--- src/rtl/cpu_types_pkg.sv ---
// Shared CPU types plus the branch-target-buffer entry format and counter helpers.
package cpu_types_pkg;

    typedef logic [31:0] word_t;

    localparam int BTB_ENTRIES = 16;
    localparam int BTB_IDX_W   = $clog2(BTB_ENTRIES);
    localparam int BTB_TAG_W   = 32 - BTB_IDX_W - 2;

    typedef enum logic [1:0] {
        STRONG_NT = 2'b00,
        WEAK_NT   = 2'b01,
        WEAK_T    = 2'b10,
        STRONG_T  = 2'b11
    } bpctr_t;

    // Tag field is sized for the default entry count.
    typedef struct packed {
        logic                 valid;
        logic [BTB_TAG_W-1:0] tag;
        word_t                target;
        bpctr_t               ctr;
    } btb_entry_t;

    function automatic bpctr_t sat_inc(input bpctr_t c);
        return (c == STRONG_T) ? STRONG_T : bpctr_t'(c + 2'd1);
    endfunction

    function automatic bpctr_t sat_dec(input bpctr_t c);
        return (c == STRONG_NT) ? STRONG_NT : bpctr_t'(c - 2'd1);
    endfunction

endpackage

--- src/rtl/branch_target_buffer.sv ---
// Direct-mapped BTB with 2-bit saturating counters: combinational fetch-side lookup,
// registered resolve-side update, and a running mispredict counter.
module branch_target_buffer
    import cpu_types_pkg::*;
#(
    parameter int ENTRIES = BTB_ENTRIES
) (
    input  logic  CLK,
    input  logic  nRST,
    input  word_t fetch_pc,
    output logic  pred_taken,
    output word_t pred_next,
    input  logic  upd_en,
    input  word_t upd_pc,
    input  logic  upd_taken,
    input  word_t upd_target,
    input  logic  upd_mispredict,
    output word_t mispredict_cnt
);

    localparam int IDX_W = $clog2(ENTRIES);
    localparam int TAG_W = 32 - IDX_W - 2;

    generate
        if (TAG_W != BTB_TAG_W) begin : g_bad_size
            $error("btb_entry_t tag width does not match ENTRIES");
        end
    endgenerate

    btb_entry_t r_btb [ENTRIES];
    word_t      r_mispredict_cnt;

    logic [IDX_W-1:0] w_f_idx;
    logic [TAG_W-1:0] w_f_tag;
    logic             w_f_hit;
    logic [IDX_W-1:0] w_u_idx;
    logic [TAG_W-1:0] w_u_tag;
    logic             w_u_hit;

    assign w_f_idx = fetch_pc[IDX_W+1:2];
    assign w_f_tag = fetch_pc[31:IDX_W+2];
    assign w_u_idx = upd_pc[IDX_W+1:2];
    assign w_u_tag = upd_pc[31:IDX_W+2];
    assign w_u_hit = r_btb[w_u_idx].valid && (r_btb[w_u_idx].tag == w_u_tag);

    // Lookup reads the array directly, so a same-cycle update is seen only next cycle.
    always_comb begin
        w_f_hit    = r_btb[w_f_idx].valid && (r_btb[w_f_idx].tag == w_f_tag);
        pred_taken = w_f_hit && r_btb[w_f_idx].ctr[1];
        pred_next  = pred_taken ? r_btb[w_f_idx].target : fetch_pc + 32'd4;
    end

    always_ff @(posedge CLK or negedge nRST) begin
        if (!nRST) begin
            for (int i = 0; i < ENTRIES; i++) begin
                r_btb[i] <= '{valid: 1'b0, tag: '0, target: '0, ctr: WEAK_NT};
            end
            r_mispredict_cnt <= '0;
        end else if (upd_en) begin
            if (w_u_hit) begin
                if (upd_taken) begin
                    r_btb[w_u_idx].ctr    <= sat_inc(r_btb[w_u_idx].ctr);
                    r_btb[w_u_idx].target <= upd_target;
                end else begin
                    r_btb[w_u_idx].ctr <= sat_dec(r_btb[w_u_idx].ctr);
                end
            end else if (upd_taken) begin
                r_btb[w_u_idx] <= '{valid: 1'b1, tag: w_u_tag, target: upd_target, ctr: WEAK_T};
            end
            if (upd_mispredict) begin
                r_mispredict_cnt <= r_mispredict_cnt + 32'd1;
            end
        end
    end

    assign mispredict_cnt = r_mispredict_cnt;

endmodule

--- config.mk ---
export PLATFORM = sky130hd
export DESIGN_NAME = branch_target_buffer
export DESIGN_NICKNAME = d
export VERILOG_FILES = /design/src/rtl/cpu_types_pkg.sv /design/src/rtl/branch_target_buffer.sv
export SDC_FILE = /design/constraint.sdc
export NUM_CORES = 2
export LEC_CHECK = 0
export CAP_MARGIN = 30
export CORE_UTILIZATION = 64
export DETAILED_ROUTE_END_ITERATION = 16
export GPL_TIMING_DRIVEN = 0
export HOLD_SLACK_MARGIN = 0.1
export PLACE_DENSITY = 0.85
export SYNTH_ARGS = -nofsm -noshare
export SYNTH_HDL_FRONTEND = slang
export SYNTH_SLANG_ARGS = --single-unit
--- constraint.sdc ---
create_clock -name CLK -period 13.85 [get_ports CLK]
set_clock_uncertainty 0.1 [all_clocks]
set_input_delay 4.155 -clock CLK [delete_from_list [all_inputs] [get_ports CLK]]
set_output_delay 4.155 -clock CLK [all_outputs]
set_load 0.05 [all_outputs]
==> flow_summary_export.csv <==
group,metric,value,unit
synth,yosysSeqAreaShare,0.490,
detailed_routing,num_vias,35800,
global_routing,grt_start_max_net_pins,122,
sta,setup_viol,5,
global_routing,grt_usage,0.408,
synth,yosys.area.top_type,"dfrtp_1",
finish,fillers,4866,
global_routing,first_global_vias,37500,
clock_tree,htreeDepth,3,
synth,syn_inst,3627,
place,place_hpwl,110000,um
setup_path,crit_type,"in -> out",
pwr,sequentialPowerShare,0.452,
setup_path,crit_path_start,"fetch_pc[5]",
pwr,p_leak,26.2,nW
finish,layout-drive-gt1-share,0.390,
pwr,p_int,6.18,mW
synth,yosysUniqueCellTypes,69,
floorplan,die_y,286,um
sta,clock.fmax,71.6,MHz
setup_path,r2r_cells,9,
finish,fin_area,58600,um2
synth,synthFlopType,"dfrtp_1",
sta,min_period,13960,ps
synth,synth_xor_area_frac,0.0187,
synth,synth_nets,3730,
job,maxCapViolCount,0,
clock_tree,clk_path_buf_depth,3,
synth,synth_compound_area_frac,0.0202,
detailed_routing,initialDrtViolationCount,4775,
global_routing,overflow,0,
floorplan,coreArea,79400,um2
synth,synth.top_cells.by_count,"dfrtp_1, mux2_2, nand2_1, mux4_2, clkbuf_1",
pwr,combPwrFrac,0.206,
clock_tree,cts_root_buffer,"clkbuf_16",
floorplan,rows,103,
sta,tns,-232,ps
clock_tree,clock_sinks,1008,
pwr,switchingPower,2.44,mW
floorplan,chipWidth,286,um
pwr,power_switching_share,0.283,
synth,synthMuxAreaShare,0.381,
global_routing,grt_pass1_wl,243000,um
synth,synthesis.area,51600,um2
place,dpl_cell_area,54900,um2
synth,synth_fa_ha_area_frac,0.000874,
synth,synth_top_family_by_area,"multiplexers",
floorplan,die_area,81700,um2
synth,synth_edf_count,0,
setup_path,worst-path-max-fanout,10,
place,place_congestion,1.01,
synth,synth_simple_gate_area_share,0.0592,
detailed_routing,wirelength,163000,um
setup_path,cp-end-kind,"output pin",
hold_path,hold_path_class,"reg -> reg",
floorplan,start_util,0.650,
setup_path,r2r_slack,9220,ps
synth,async_reset_ff_frac,1.00,
setup_path,arrival,9700,ps
sta,hold-worst-slack,371,ps
clock_tree,clock_latency,710,ps
setup_path,start_kind,"primary input",
setup_path,r2r-start,"r_btb[353]$_DFFE_PN0P_",
run_status,violations,"setup timing",
sta,timing.final.ws_setup,-109,ps
sta,worst_pin_slew,1100,ps
finish,final_nets,4014,
synth,synth_seq_cells,1008,
detailed_routing,wire_per_inst,32.4,um
detailed_routing,drc_errors,0,
detailed_routing,avgViaCountPerCell,7.09,
detailed_routing,firstDrtPassIters,8,
setup_path,cp.required,9590,ps
sta,min_period_over_period,1.01,
setup_path,r2r-end,"r_btb[50]$_DFFE_PN0P_",
sta,slew_viol_final,0,
place,placement.io_buffers,140,
sta,hold_violations,0,
place,dp_slack,-752,ps
synth,synthTopCellsByArea,"dfrtp_1, mux4_2, mux2_2",
floorplan,ios,166,
pwr,peakVddDrop,0.129,mV
clock_tree,cts_hold_buf,0,
clock_tree,numCtsBuffers,104,
sta,slew_headroom,0.264,
finish,num_antenna_cells,0,
pwr,p_clk_frac,0.342,
run_status,status,"complete, but fails checks",
detailed_routing,drtAntennaViolNets,0,
global_routing,grt_antenna_before_repair,9,
finish,area_delta_synth_final,13.6,%
clock_tree,tritoncts,"done",
synth,ys_warn_count,0,
synth,yosysMostFrequentCell,"dfrtp_1",
synth,avgSynthCellArea,14.2,um2
clock_tree,clk_pin_slew_worst_paths,50,ps
synth,yosysTopAreaCellShare,0.481,
setup_path,cp-endpoint,"pred_next[31]",
pwr,p_per_area,147,nW/um2
[per-stage QoR]
stage	total power [mW]	cells	util
after floorplan	5.02	3627	-
after global placement	5.54	4817	0.684
after detailed placement	5.62	4851	0.691
after CTS	8.56	5042	0.737
after global routing	8.86	5044	0.738
final	8.62	5044	0.738
[layout make-up]
type | count | area [um2] | share of cell area
Timing Repair Buffer | 178 | 2050 | 0.0349
Clock inverter | 30 | 484 | 0.00826
Inverter | 20 | 77.6 | 0.00132
Sequential cell | 1008 | 25200 | 0.431
Buffer | 300 | 1560 | 0.0267
Multi-Input combinational cell | 2299 | 24800 | 0.423
Clock buffer | 159 | 3090 | 0.0527
Tap cell | 1050 | 1310 | 0.0224
[cell usage in the layout (no fill, tap or decap), types with 13 or more instances in the layout]
cell type          n
dfrtp_1          992
mux2_2           674
nand2_1          486
mux4_2           375
clkbuf_1         183
mux2_4           133
mux2i_1          129
clkdlybuf4s50_1  110
clkbuf_16        104
xnor2_1           75
buf_2             59
nor2_1            48
nand3_1           48
xor2_1            35
a21oi_1           28
mux2_1            28
clkbuf_8          28
buf_6             25
nand4_1           24
buf_8             24
buf_4             22
dlygate4sd2_1     21
o21ai_0           20
and3_1            20
buf_1             19
inv_1             16
dfstp_2           16
clkbuf_2          13
[registers in the layout, indices dropped and copies added (netlist names)]
signal          flops
mispredict_cnt     32
r_btb             976
[worst min-delay path by stage]
stage                              startpoint                             end  depth (start not counted)
2_1_floorplan          r_btb[309]$_DFFE_PN0P_          r_btb[309]$_DFFE_PN0P_                          2
3_3_place_gp           r_btb[313]$_DFFE_PN0P_          r_btb[313]$_DFFE_PN0P_                          2
3_5_place_dp           r_btb[248]$_DFFE_PN0P_          r_btb[248]$_DFFE_PN0P_                          2
4_1_cts        mispredict_cnt[31]$_DFFE_PN0P_  mispredict_cnt[31]$_DFFE_PN0P_                          1
5_1_grt                  r_btb[0]$_DFFE_PN1P_            r_btb[0]$_DFFE_PN1P_                          2
6_report       mispredict_cnt[31]$_DFFE_PN0P_  mispredict_cnt[31]$_DFFE_PN0P_                          1
[per-layer routing]
metal	vias up	global-route usage	part of all wire
li1	13900	-	-
met1	18500	0.519	0.35
met2	2628	0.593	0.44
met3	736	0.151	0.13
met4	10	0.261	0.075
met5	-	0	0.00039
[repair_timing]
item	CTS	global route
setup buffers	2	0
resized for setup	51	18
endpoints found under the hold margin	0	0
pin swaps	1	0
endpoints found under the setup margin	33	29
[power groups by stage]
stage,logic (mW),registers (mW),clock network (mW)
CTS,1.74,3.87,2.95
global placement,1.64,3.90,0
floorplan,1.22,3.79,0
global route,1.86,3.94,3.06
finish,1.78,3.89,2.95
detailed placement,1.72,3.90,0
[cells by family after synthesis]
group | count (synthesis)
compound gates | 139
xor+xnor | 110
fa+ha+maj | 4
buf+inv | 320
flops | 1008
mux | 1341
simple gates | 705
[worst max-delay path: stages]
cell,delay (ps)
clkdlybuf4s50_1,490
clkinv_1,370
buf_1,500
buf_6,250
buf_2,500
clkbuf_1,750
a31oi_1,400
xnor2_1,290
o2111ai_1,190
nor4_4,340
buf_12,180
buf_4,130
mux2_2,390
clkdlybuf4s50_1,720
Power figures use the tool's default switching activity.
